--- src/rtl/stream_out_fifo.sv ---
// Elastic first-word-fall-through output buffer feeding an AXI-Stream master port,
// with early up_ready back-pressure, packet accounting and sticky overflow detection.
module stream_out_fifo #(
  parameter int unsigned DW           = 32,
  parameter int unsigned DEPTH        = 16,
  parameter int unsigned AFULL_MARGIN = 4
) (
  input  logic                     clk,
  input  logic                     rst_n,
  input  logic                     in_valid,
  input  logic [DW-1:0]            in_data,
  input  logic                     in_last,
  output logic                     up_ready,
  output logic                     m_valid,
  output logic [DW-1:0]            m_data,
  output logic                     m_last,
  input  logic                     m_ready,
  output logic [$clog2(DEPTH):0]   count,
  output logic                     pkt_done,
  output logic [15:0]              pkt_cnt,
  output logic                     ovf,
  input  logic                     clr_ovf
);

  localparam int unsigned AW = $clog2(DEPTH);
  localparam int unsigned CW = AW + 1;
  localparam int unsigned PW = 16;

  typedef struct packed {
    logic          last;
    logic [DW-1:0] data;
  } beat_t;

  beat_t          mem_q [DEPTH];
  beat_t          wr_beat;
  beat_t          rd_beat;

  logic [AW-1:0]  wr_ptr_q, wr_ptr_d;
  logic [AW-1:0]  rd_ptr_q, rd_ptr_d;
  logic [CW-1:0]  count_q, count_d;
  logic           ovf_q, ovf_d;
  logic           pkt_done_q, pkt_done_d;
  logic [PW-1:0]  pkt_cnt_q, pkt_cnt_d;

  logic           full;
  logic           push;
  logic           pop;

  // Handshake decode; a pop frees a slot in the same cycle, so full+pop still accepts.
  always_comb begin
    full    = (count_q == CW'(DEPTH));
    pop     = m_valid & m_ready;
    push    = in_valid & (~full | pop);
    wr_beat = '{last: in_last, data: in_data};
    rd_beat = mem_q[rd_ptr_q];
  end

  // Next-state for pointers, occupancy, overflow and packet accounting.
  always_comb begin
    wr_ptr_d   = wr_ptr_q;
    rd_ptr_d   = rd_ptr_q;
    count_d    = count_q;
    ovf_d      = ovf_q;
    pkt_done_d = 1'b0;
    pkt_cnt_d  = pkt_cnt_q;

    if (push) begin
      wr_ptr_d = wr_ptr_q + AW'(1);
    end
    if (pop) begin
      rd_ptr_d = rd_ptr_q + AW'(1);
    end
    count_d = count_q + CW'(push) - CW'(pop);

    // Set has priority over clear so a simultaneous drop is never lost.
    if (clr_ovf) begin
      ovf_d = 1'b0;
    end
    if (in_valid & full & ~pop) begin
      ovf_d = 1'b1;
    end

    if (pop & rd_beat.last) begin
      pkt_done_d = 1'b1;
      pkt_cnt_d  = pkt_cnt_q + PW'(1);
    end
  end

  always_ff @(posedge clk or negedge rst_n) begin
    if (!rst_n) begin
      wr_ptr_q   <= '0;
      rd_ptr_q   <= '0;
      count_q    <= '0;
      ovf_q      <= 1'b0;
      pkt_done_q <= 1'b0;
      pkt_cnt_q  <= '0;
    end else begin
      wr_ptr_q   <= wr_ptr_d;
      rd_ptr_q   <= rd_ptr_d;
      count_q    <= count_d;
      ovf_q      <= ovf_d;
      pkt_done_q <= pkt_done_d;
      pkt_cnt_q  <= pkt_cnt_d;
    end
  end

  // Storage contents need no reset; occupancy alone decides what is valid.
  always_ff @(posedge clk) begin
    if (push) begin
      mem_q[wr_ptr_q] <= wr_beat;
    end
  end

  // Fall-through view of the head entry, decoded straight from the registers.
  always_comb begin
    m_valid  = (count_q != '0);
    m_data   = rd_beat.data;
    m_last   = rd_beat.last & m_valid;
    up_ready = (count_q <= CW'(DEPTH - AFULL_MARGIN));
    count    = count_q;
    pkt_done = pkt_done_q;
    pkt_cnt  = pkt_cnt_q;
    ovf      = ovf_q;
  end

endmodule

--- config.mk ---
export PLATFORM = sky130hd
export DESIGN_NAME = stream_out_fifo
export DESIGN_NICKNAME = d
export VERILOG_FILES = /design/src/rtl/stream_out_fifo.sv
export SDC_FILE = /design/constraint.sdc
export NUM_CORES = 1
export LEC_CHECK = 0
export CAP_MARGIN = 15
export CORE_AREA = 2 2 190 192
export CTS_BUF_LIST = sky130_fd_sc_hd__clkbuf_8
export CTS_CLUSTER_DIAMETER = 40
export DETAILED_ROUTE_END_ITERATION = 6
export DIE_AREA = 0 0 192 194
export PLACE_DENSITY = 0.8
export SLEW_MARGIN = 20
export SYNTH_ARGS = -nofsm -noshare
export SYNTH_HDL_FRONTEND = slang
export SYNTH_SLANG_ARGS = --single-unit
--- constraint.sdc ---
create_clock -name clk -period 4.8 [get_ports clk]
set_clock_uncertainty 0.05 [all_clocks]
set_input_delay 0.96 -clock clk [delete_from_list [all_inputs] [get_ports clk]]
set_output_delay 0.96 -clock clk [all_outputs]
set_load 0.02 [all_outputs]
# Word level (Yosys, flattened, before mapping)
# Memories as Yosys holds them, arrays and structs flattened.
# Cells that the tools add are included.
[totals]
regBits = 31
latch_bits = 0
ramBits = 528
mem_bits_ro = 0
n_memories = 1
[memory_table]
columns = ["memory", "words", "width", "read_ports", "rd_clocked_by_memory_dff", "write_ports", "line", "source"]
rows = [
  ["mem_q", 16, 33, 1, 0, 1, "34", "beat_t mem_q [DEPTH];"],
]
[classes]
n_addsub = 5
n_mul = 0
div_mod_pow = 0
magnitude_cmp = 1
eq_ne = 1
shift = 0
mux = 5
n_bitwise = 9
n_reduce_logical = 2
[op_table]
columns = ["op", "n"]
rows = [
  ["$add A16 B1 Y16 const B", 1],
  ["$add A4 B1 Y4 const B", 2],
  ["$and A1 B1 Y1", 6],
  ["$add A5 B1 Y5", 1],
  ["$eq A5 B5 Y1 const B", 1],
  ["$le A5 B4 Y1 const B", 1],
  ["$mux W1", 5],
  ["$reduce_bool A5 Y1", 1],
  ["$sub A5 B1 Y5", 1],
  ["$not A1 Y1", 2],
  ["$reduce_bool A2 Y1", 1],
  ["$or A1 B1 Y1", 1],
]

# Depth between registers and ports, before layout
# Gate-level depths: netlist of the first run.
[logic_depth]
depth_word = 6
depth_mapped = 14

# Worst setup path after synthesis of the first run
# No wires, ideal clock.
[synth_timing]
path_type = "input -> register"
from = "in m_ready"
to = "mem mem_q[3][0] (netlist name), enable pin"
setup_ns = 0.464
arrival_time_ns = 3.897
t_required_ns = 4.286
setup_slack_ns = 0.388
stages = 5
path_buffers = 1
cell_sequence = "nand4b_1 and2_1 clkbuf_1 nand2_1 nor3_1"
[synth_via]
elab_chain_cells = 5
[synth_rtl]
columns = ["element", "line", "source"]
rows = [
  ["start: declaration", "17", "input logic m_ready,"],
  ["$and A1 B1 Y1", "52", "pop = m_valid & m_ready;"],
  ["$or A1 B1 Y1", "53", "push = in_valid & (~full | pop);"],
  ["$and A1 B1 Y1", "53", ""],
  ["$mux W1", "109", "if (push) begin"],
  ["$mux W1 (implied by the code)", "110", "mem_q[wr_ptr_q] <= wr_beat;"],
  ["end: declaration", "34", ""],
]
# No other way between the ends.

# Worst setup path after layout of the first run
[layout_timing]
from = "reg rd_ptr_q[1]"
to = "out m_data[2]"
[layout_via]
elab_chain_cells = 1
[layout_rtl]
columns = ["element", "line", "source"]
rows = [
  ["start: declaration", "39", "logic [AW-1:0] rd_ptr_q, rd_ptr_d;"],
  ["start signal: assignment", "99", "rd_ptr_q <= rd_ptr_d;"],
  ["$mem_v2 Z16 W33", "--", ""],
  ["end: declaration", "15", "output logic [DW-1:0] m_data,"],
]
# No other way between the ends.

==> results of run 1 <==
==> layout by cell type (no fill, tap or decap), types with 12 or more instances in the layout <==
cell,netlist,routed
buf_4,0,30
clkbuf_8,0,91
clkdlybuf4s50_1,0,95
clkinv_1,0,21
dfrtp_1,31,27
edfxtp_1,528,528
ha_1,14,14
inv_1,16,48
mux4_2,160,160
nand2_1,17,17
nor2_4,0,12
xor2_1,15,15
==> cells by family after synthesis <==
logic type	after synthesis	synth area share
flops	559	0.770
mux	169	0.171
simple gates	65	0.0152
buf+inv	62	0.0130
compound gates	24	0.0117
xor+xnor	24	0.00974
fa+ha+maj	15	0.00904
==> final cells by class <==
| class | count | share of cell area |
|---|---|---|
| well taps | 461 | 0.0230 |
| multi-input cells | 297 | 0.191 |
| flip-flops and latches | 559 | 0.662 |
| clock inverters | 71 | 0.0177 |
| repair buffers | 134 | 0.0540 |
| inverters | 16 | 0.00239 |
| clock buffers | 91 | 0.0499 |
==> routing by layer <==
layer  share of wire  track usage  vias up
met5               0            0        -
met4           0.020       0.0775        0
met3           0.085       0.0532       60
met2            0.50        0.382      508
met1            0.39        0.348     5287
li1                -            -     4259
==> through the flow <==
step                hold slack, ns  power, mW
floorplan                    0.505       9.53
global placement             0.406       11.2
detailed placement           0.411       11.3
CTS                          0.419       15.1
global route                 0.468       15.6
finish                       0.416       15.0
==> power groups by stage <==
| stage | combinational (mW) | clock, mW | sequential [mW] |
|---|---|---|---|
| 2_1_floorplan | 3.29 | 0 | 6.24 |
| 3_3_place_gp | 4.79 | 0 | 6.43 |
| 3_5_place_dp | 4.87 | 0 | 6.47 |
| 4_1_cts | 4.89 | 3.89 | 6.37 |
| 5_1_grt | 5.12 | 4.09 | 6.43 |
| 6_report | 4.82 | 3.81 | 6.37 |
==> how the worst max path moves through the flow <==
stage                            start                     to
2_1_floorplan                  m_ready  mem_q[3][0]$_DFFE_PP_
3_3_place_gp   rd_ptr_q[1]$_DFFE_PN0N_              m_data[2]
3_5_place_dp   rd_ptr_q[1]$_DFFE_PN0N_              m_data[2]
4_1_cts        rd_ptr_q[1]$_DFFE_PN0N_              m_data[2]
5_1_grt        rd_ptr_q[0]$_DFFE_PN0N_                 m_last
6_report       rd_ptr_q[1]$_DFFE_PN0N_              m_data[2]
==> sequential cells by signal, indices dropped and copies added (netlist names) <==
signal and count:
count 5, pkt_done 1, rd_ptr_q 4, pkt_cnt 16, ovf 1, mem_q 528, wr_ptr_q 4
==> worst max-delay path, delay by kind of cell (launching register included) <==
family	cells	cell delay [ns]
flops	1	0.97
buf+inv	2	0.89
mux	2	0.88
==> run_results.csv, run 1 <==
group,metric,value,unit
cells_and_area,seqCellArea,0.0166,sq mm
worst_setup_path,r2r_start,"count[2]$_DFF_PN0_",
placed_design,place_area,0.0234,sq mm
worst_setup_path,cp.required,3.79,ns
worst_setup_path,crit_type,"reg2out",
clock_network,clk_latency,0.64,ns
clock_network,cts_setup_buffers,0,
global_routing,grt_pass1_vias,10600,
worst_setup_path,crit_fanout,58,
detailed_routing,vias_per_cell,6.21,
power_and_ir_drop,irDropWorstVdd,0.000365,V
cells_and_area,multi_input_area,0.00479,sq mm
cells_and_area,area_growth_syn_to_layout,16.3,%
hold_path,hold_class,"reg2reg",
timing,tightest_slew,0.889,ns
detailed_routing,wl_per_cell,26.6,um
synthesis,yosysWarnings,0,
global_routing,grt_max_degree,59,
timing,relSlewSlack,0.408,
run,maxCapViolCount,0,
power_and_ir_drop,p_leak,8.18,nW
detailed_routing,dr.pass1.iters,7,
clock_network,cts_tree,"yes",
placed_design,port_buffers,95,
die,die_h,194,um
die,die_w,192,um
worst_setup_path,worstReg2RegEnd,"count[4]$_DFF_PN0_",
power_and_ir_drop,seqPwrFrac,0.425,
clock_network,cts_resized,0,
global_routing,grt_antenna_before_repair,0,
timing,setup_ws,0.306,ns
die,io-pin-count,96,
power_and_ir_drop,switchingPower,4.59,mW
timing,fmax,223,MHz
clock_network,root_buffer,"clkbuf_8",
placed_design,pre_cts_slack,0.980,ns
timing,post-route-period-util,0.936,
timing,fin_crit,4.49,ns
placed_design,gp_congestion,0.744,
detailed_routing,vias,10100,
timing,drv_slew,0,
worst_setup_path,rr_worst_depth,14,
synthesis,ys_seq_area_frac,0.770,
status,outcome,"finished clean",
synthesis,syn-mean-instance-area,23.5,sq um
placed_design,dp_cells,1467,
timing,rsz0062_at_grt,"false",
placed_design,hpwl,23800,um
die,dieArea,0.0372,sq mm
worst_setup_path,crit_top_cell,"mux4_2",
cells_and_area,drive_above_1_share,0.291,
worst_setup_path,slowest_delay,0.97,ns
clock_network,cts_max_path_buffers,3,
detailed_routing,drc,0,
timing,final.setup.tns,0,ns
cells_and_area,n_fill_cell,2000,
timing,setup_viol,0,
clock_network,path_clk_slew,0.06,ns
cells_and_area,fin_util,0.713,
synthesis,synth_top_area_frac,0.734,
cells_and_area,final_cells,1629,
hold_path,hold_start,"pkt_cnt[15]$_DFFE_PN0P_",
die,start_util,0.613,
synthesis,netlist_area,0.0216,sq mm
clock_network,hold_buffers,0,
power_and_ir_drop,p_per_area,597,mW/mm^2
worst_setup_path,cp-start-kind,"flop",
worst_setup_path,slowest_stage,"dfrtp_4",
die,rows,69,
global_routing,grt_usage,0.243,
synthesis,ys_ff_latch,559,
timing,hold_viol_final,0,
global_routing,grt_pass1_wl,65100,um
power_and_ir_drop,p_int,10.4,mW
synthesis,syn_inst,918,
detailed_routing,drt_iter0_drc,994,
worst_setup_path,crit_chain,"buf_12 -> mux4_2 -> mux4_2 -> clkdlybuf4s50_1",
cells_and_area,finalInstanceArea,0.0251,sq mm
synthesis,synth_async_sr_flop_share,0.0555,
synthesis,synth_cell_types,40,
worst_setup_path,end_kind,"output pin",
clock_network,cts_htree_levels,3,
hold_path,hold_path_depth,1,
worst_setup_path,cp.arrival,3.48,ns
worst_setup_path,r2r_slack,1.59,ns
clock_network,cts_num_sinks,559,
power_and_ir_drop,pwr-share-clk,0.254,
synthesis,synth.most_common_cell,"edfxtp_1",
synthesis,syn-num-nets,971,
hold_path,hold_end,"pkt_cnt[15]$_DFFE_PN0P_",
cells_and_area,n_antenna_cell,0,
synthesis,synth_common_cells,"edfxtp_1 (528), mux4_2 (160), dfrtp_1 (31), buf_2 (19), nor2_1 (18)",
synthesis,synth_top_area_cell,"edfxtp_1",
cells_and_area,nets,1149,
power_and_ir_drop,comb_power_share,0.321,
synthesis,ys.flop_type,"edfxtp_1",
power_and_ir_drop,switching_share,0.306,
global_routing,grt_overflow,0,
detailed_routing,wirelength,43300,um
clock_network,cts_buffers,88,
synthesis,yosys-top-cells-area,"edfxtp_1 (73%), mux4_2 (17%), dfrtp_1 (3.6%), ha_1 (0.81%), xor2_1 (0.61%)",
synthesis,synth_edf_count,528,
detailed_routing,ant_nets,0,
die,coreArea,0.0352,sq mm
Power figures use the tool's default switching activity.
==> run 2, diff against run 1 <==
--- a/config.mk
+++ b/config.mk
@@ -11,6 +11,7 @@
 export CTS_CLUSTER_DIAMETER = 40
 export DETAILED_ROUTE_END_ITERATION = 6
 export DIE_AREA = 0 0 192 194
+export MAX_ROUTING_LAYER = met4
 export PLACE_DENSITY = 0.8
 export SLEW_MARGIN = 20
 export SYNTH_ARGS = -nofsm -noshare
==> run 2 against run 1 <==
Combinational power about the same. Routed wire length increased by 0.12%. Global-route usage increased by 0.79 points. Cell area unchanged. Critical path depth unchanged. Clock-buffer cell count unchanged. Highest routed layer unchanged. Non-clock buffer count unchanged. First-iteration DRC count increased by 2.4%. Final cell count unchanged. Largest power group unchanged. Register-to-register slack about the same. Largest cell class unchanged. Setup slack improved by 0.0032 ns. Sequential power about the same.
==> run_results.csv, run 2 (synthesis results as in run 1) <==
group,metric,value,unit
worst_setup_path,crit_type,"reg2out",
clock_network,root_buffer,"clkbuf_8",
global_routing,grt_antenna_before_repair,0,
die,io-pin-count,96,
global_routing,use_met1,0.350,
placed_design,gp_congestion,0.753,
global_routing,grt_pass1_vias,10600,
clock_network,clk_latency,0.64,ns
timing,drv_slew,0,
worst_setup_path,cp-start-kind,"flop",
run,maxCapViolCount,0,
die,die_h,194,um
cells_and_area,mostFrequentLayoutCells,"edfxtp_1 (528), mux4_2 (160), clkdlybuf4s50_1 (95)",
global_routing,top_usage_layer,"met2",
clock_network,cts_max_path_buffers,3,
timing,fin_crit,4.49,ns
power_and_ir_drop,p_leak,8.18,nW
clock_network,cts_tree,"yes",
detailed_routing,vias,10100,
power_and_ir_drop,irDropWorstVdd,0.000365,V
timing,relSlewSlack,0.399,
worst_setup_path,slowest_stage,"dfrtp_4",
timing,final.setup.tns,0,ns
worst_setup_path,crit_fanout,58,
detailed_routing,drt_iter0_drc,1018,
detailed_routing,drc,0,
clock_network,cts_buffers,88,
cells_and_area,n_antenna_cell,0,
clock_network,cts_num_sinks,559,
cells_and_area,final_cells,1629,
cells_and_area,multi_input_area,0.00479,sq mm
timing,setup_viol,0,
timing,rsz0062_at_grt,"false",
timing,hold_viol_final,0,
worst_setup_path,end_kind,"output pin",
worst_setup_path,critical_path.top_delay_family,"flip-flops",
detailed_routing,wirelength,43300,um
clock_network,cts_resized,0,
worst_setup_path,cp.required,3.79,ns
cells_and_area,area_growth_syn_to_layout,16.3,%
hold_path,hold_path_depth,1,
timing,tightest_slew,0.902,ns
hold_path,hold_end,"pkt_cnt[15]$_DFFE_PN0P_",
detailed_routing,dr.pass1.iters,5,
detailed_routing,vias_per_cell,6.21,
die,dieArea,0.0372,sq mm
timing,fmax,223,MHz
worst_setup_path,rr_worst_depth,14,
die,coreArea,0.0352,sq mm
global_routing,use_met2,0.381,
worst_setup_path,cp.arrival,3.48,ns
worst_setup_path,crit_top_cell,"mux4_2",
die,rows,69,
hold_path,hold_class,"reg2reg",
status,outcome,"finished clean",
global_routing,grt_use_met3,0.0527,
worst_setup_path,crit_chain,"buf_12 -> mux4_2 -> mux4_2 -> clkdlybuf4s50_1",
placed_design,hpwl,23800,um
worst_setup_path,worstReg2RegEnd,"count[4]$_DFF_PN0_",
hold_path,hold_start,"pkt_cnt[15]$_DFFE_PN0P_",
detailed_routing,wl_per_cell,26.6,um
global_routing,grt_max_degree,59,
worst_setup_path,slowest_delay,0.98,ns
placed_design,port_buffers,95,
cells_and_area,seqCellArea,0.0166,sq mm
detailed_routing,ant_nets,0,
timing,post-route-period-util,0.936,
power_and_ir_drop,p_per_area,597,mW/mm^2
worst_setup_path,cp-startpoint,"rd_ptr_q[1]$_DFFE_PN0N_",
global_routing,grt_pass1_wl,65200,um
cells_and_area,nets,1149,
global_routing,grt_usage,0.251,
worst_setup_path,r2r_slack,1.59,ns
worst_setup_path,r2r_start,"count[2]$_DFF_PN0_",
cells_and_area,drive_above_1_share,0.291,
cells_and_area,n_fill_cell,2000,
placed_design,dp_cells,1467,
die,start_util,0.613,
die,die_w,192,um
clock_network,cts_htree_levels,3,
clock_network,hold_buffers,0,
worst_setup_path,cp_num_buf_inv,2,
global_routing,grt_overflow,0,
cells_and_area,layout_commonest_cell,"edfxtp_1",
cells_and_area,largest_register_ff_count,528,
cells_and_area,regMostFlops,"mem_q",
clock_network,cts_setup_buffers,0,
clock_network,path_clk_slew,0.06,ns
## run 2: cell counts in the layout (fill, tap and decap cells not counted)
No cell type changed its count.
## run 2: area by class of cell
class                      count  share of cell area
timing repair buffer         134              0.0540
clock buffer                  91              0.0499
clock inverter                71              0.0177
multi-input combinational    297               0.191
tap                          461              0.0230
sequential                   559               0.662
inverter                      16             0.00239
## run 2: worst register-to-register path, stage by stage, from the launching register on
cell and delay (ns):
dfrtp_1 0.42, inv_1 0.10, ha_1 0.18, nor4b_1 0.41
nand2b_1 0.17, buf_4 0.24, inv_1 0.14, ha_1 0.29
inv_1 0.04, ha_1 0.20, fa_1 0.44, a21oi_1 0.16
nor2_1 0.05, nor2_1 0.11, xnor2_1 0.13
## run 2: how the worst max path moves through the flow
stage	endpoint	slack (ns)	cells past startpoint
5_1_grt	m_last	0.14	6
2_1_floorplan	mem_q[3][0]$_DFFE_PP_	0.39	5
6_report	m_data[2]	0.31	4
3_5_place_dp	m_data[2]	0.98	4
3_3_place_gp	m_data[2]	1.02	4
4_1_cts	m_data[2]	0.30	4
## run 2: routing by layer
layer | part of all wire | vias to the layer above
li1 | - | 4258
met1 | 0.39 | 5276
met2 | 0.50 | 514
met3 | 0.088 | 61
met4 | 0.020 | 0
met5 | 0 | -
## run 2: stage by stage
step | instance area [sq um] | utilization | hold WS, ns | total power [mW] | worst slack, ns
finish | 25100 | 0.713 | 0.416 | 15.0 | 0.309
global placement | 23400 | 0.665 | 0.406 | 11.2 | 1.02
global route | 25100 | 0.713 | 0.468 | 15.6 | 0.145
floorplan | 21600 | - | 0.505 | 9.53 | 0.388
CTS | 25100 | 0.713 | 0.419 | 15.1 | 0.299
detailed placement | 23400 | 0.665 | 0.411 | 11.3 | 0.980
## run 2: where the power goes
part | switching, mW | leakage [nW] | internal [mW]
combinational | 2.37 | 2.08 | 2.45
sequential | 0.455 | 5.13 | 5.91
clock | 1.77 | 0.970 | 2.04
total | 4.59 | 8.18 | 10.4
==> run 3, diff against run 2 <==
--- a/config.mk
+++ b/config.mk
@@ -7,12 +7,13 @@
 export LEC_CHECK = 0
 export CAP_MARGIN = 15
 export CORE_AREA = 2 2 190 192
-export CTS_BUF_LIST = sky130_fd_sc_hd__clkbuf_8
+export CTS_BUF_LIST = sky130_fd_sc_hd__clkbuf_4
 export CTS_CLUSTER_DIAMETER = 40
 export DETAILED_ROUTE_END_ITERATION = 6
 export DIE_AREA = 0 0 192 194
+export GPL_TIMING_DRIVEN = 0
 export MAX_ROUTING_LAYER = met4
-export PLACE_DENSITY = 0.8
+export PLACE_DENSITY = 0.84
 export SLEW_MARGIN = 20
 export SYNTH_ARGS = -nofsm -noshare
 export SYNTH_HDL_FRONTEND = slang
==> run 3 against run 2 <==
Sequential power shrank 3.9%. Core utilization grew 1.4 points. First-iteration DRC count grew 33%. Final cell count grew 6.9%. Register-to-register slack lost 0.26 ns. Highest routed layer unchanged.
==> run_results.csv, run 3 (synthesis results as in run 1) <==
group,metric,value,unit
status,outcome,"finished clean",
worst_setup_path,end_kind,"output pin",
detailed_routing,wl_met2,25500,um
hold_path,hold_class,"in2async",
die,start_util,0.613,
timing,hold_viol_final,0,
worst_setup_path,cp-start-kind,"flop",
worst_setup_path,rr_worst_depth,14,
run,maxCapViolCount,0,
timing,tightest_slew,1.05,ns
cells_and_area,nets,1241,
worst_setup_path,crit_top_cell,"mux4_2",
worst_setup_path,cp_num_buf_inv,4,
detailed_routing,drt-met1-wl,17700,um
clock_network,root_buffer,"clkbuf_4",
worst_setup_path,cp-startpoint,"rd_ptr_q[1]$_DFFE_PN0N_",
worst_setup_path,crit_chain,"buf_2 -> clkbuf_2 -> clkdlybuf4s18_2 -> mux4_2 -> mux4_2 -> clkdlybuf4s50_1",
die,coreArea,0.0352,sq mm
global_routing,grt_antenna_before_repair,1,
power_and_ir_drop,finalPower,15.6,mW
power_and_ir_drop,irDropWorstVdd,0.000466,V
clock_network,cts_tree,"yes",
die,io-pin-count,96,
worst_setup_path,slowest_delay,0.56,ns
worst_setup_path,crit_path_end,"m_data[27]",
cells_and_area,area_growth_syn_to_layout,18.7,%
placed_design,gp_congestion,0.769,
timing,drv_slew,0,
global_routing,grt_overflow,0,
detailed_routing,vias,10900,
clock_network,cts_htree_levels,4,
worst_setup_path,critical_path.top_delay_family,"buffers and inverters",
detailed_routing,dr.pass1.iters,7,
worst_setup_path,worstReg2RegEnd,"count[4]$_DFF_PN0_",
clock_network,cts_buffers,138,
placed_design,port_buffers,95,
worst_setup_path,crit_type,"reg2out",
worst_setup_path,cp.required,3.79,ns
worst_setup_path,crit_fanout,10,
die,die_w,192,um
clock_network,cts_num_sinks,559,
die,die_h,194,um
global_routing,grt_pass1_wl,71600,um
global_routing,grt_max_degree,32,
detailed_routing,wl_met3,4470,um
worst_setup_path,cp.depth,6,
worst_setup_path,slowest_stage,"clkdlybuf4s50_1",
cells_and_area,n_fill_cell,1965,
global_routing,grt_pass1_vias,11500,
clock_network,path_clk_slew,0.07,ns
timing,fmax,213,MHz
cells_and_area,layout_commonest_cell,"edfxtp_1",
power_and_ir_drop,p_per_area,609,mW/mm^2
clock_network,clk_latency,0.78,ns
worst_setup_path,r2r_slack,1.33,ns
detailed_routing,wl_per_cell,27.9,um
worst_setup_path,cp.arrival,3.68,ns
timing,relSlewSlack,0.301,
cells_and_area,largest_register_ff_count,528,
detailed_routing,drc,0,
die,dieArea,0.0372,sq mm
timing,post-route-period-util,0.977,
die,rows,69,
timing,rsz0062_at_grt,"false",
cells_and_area,regMostFlops,"mem_q",
placed_design,hpwl,30200,um
timing,fin_crit,4.69,ns
clock_network,cts_max_path_buffers,3,
cells_and_area,mostFrequentLayoutCells,"edfxtp_1 (528), clkbuf_4 (196), mux4_2 (160)",
detailed_routing,wirelength,48600,um
global_routing,grt_usage,0.281,
detailed_routing,drt_iter0_drc,1358,
detailed_routing,vias_per_cell,6.27,
detailed_routing,ant_nets,0,
timing,whs,0.182,ns
timing,setup_viol,0,
cells_and_area,drive_above_1_share,0.368,
power_and_ir_drop,p_leak,8.48,nW
detailed_routing,routed.top_layer,"met4",
worst_setup_path,r2r_start,"count[2]$_DFF_PN0_",
run 3: changes by cell type in the layout (fill, tap and decap cells not counted), moves of 11 or more:
cell / delta
clkbuf_4: +196
clkbuf_8: -91
inv_1: -32
buf_2: +18
buf_4: -13
buf_6: +12
buf_16: +11
run 3: power breakdown:
group / internal, mW / switching [mW] / total (mW)
Sequential: 5.91 / 0.212 / 6.12
Clock: 2.23 / 1.81 / 4.04
Combinational: 2.56 / 2.90 / 5.46
Total: 10.7 / 4.92 / 15.6
run 3: worst min path at each step:
stage | from | to | slack, ns | depth (start not counted)
after floorplan | rd_ptr_q[0]$_DFFE_PN0N_ | rd_ptr_q[1]$_DFFE_PN0N_ | 0.51 | 3
after global placement | pkt_cnt[15]$_DFFE_PN0P_ | pkt_cnt[15]$_DFFE_PN0P_ | 0.41 | 1
after detailed placement | pkt_cnt[15]$_DFFE_PN0P_ | pkt_cnt[15]$_DFFE_PN0P_ | 0.42 | 1
after CTS | rst_n | wr_ptr_q[3]$_DFFE_PN0P_ | 0.15 | 1
after global routing | rst_n | pkt_cnt[9]$_DFFE_PN0P_ | 0.18 | 1
final | rst_n | wr_ptr_q[3]$_DFFE_PN0P_ | 0.18 | 1
run 3: through the flow:
stage / util / cells / instance area, sq um / worst slack (ns) / setup TNS [ns]
floorplan: - / 918 / 21600 / 0.388 / 0
global placement: 0.656 / 1474 / 23100 / -2.89 / -725.81
finish: 0.728 / 1741 / 25600 / 0.108 / 0
detailed placement: 0.675 / 1509 / 23800 / 0.344 / 0
CTS: 0.728 / 1740 / 25600 / 0.0119 / 0
global route: 0.728 / 1741 / 25600 / 0.0121 / 0
run 3: layer usage:
layer,vias to the layer above,track usage
li1,4526,-
met2,688,0.452
met1,5626,0.365
met3,84,0.0603
met4,0,0.0896
met5,-,-
run 3: repair_timing:
item | CTS | global route
cloned | 0 | 0
endpoints found under the setup margin | 32 | 23
gates resized for setup | 27 | 10
hold buffers | 0 | 0
setup buffers | 0 | 0
run 3: final cells by class:
class / count / area [sq um] / share of cell area
Antenna cell: 1 / 2.50 / 0.0000976
Buffer: 46 / 264 / 0.0103
Clock buffer: 193 / 1450 / 0.0565
Clock inverter: 38 / 343 / 0.0134
Inverter: 16 / 60.1 / 0.00234
Multi-Input combinational cell: 297 / 4790 / 0.187
Sequential cell: 559 / 16600 / 0.649
Tap cell: 461 / 577 / 0.0225
Timing Repair Buffer: 130 / 1510 / 0.0590
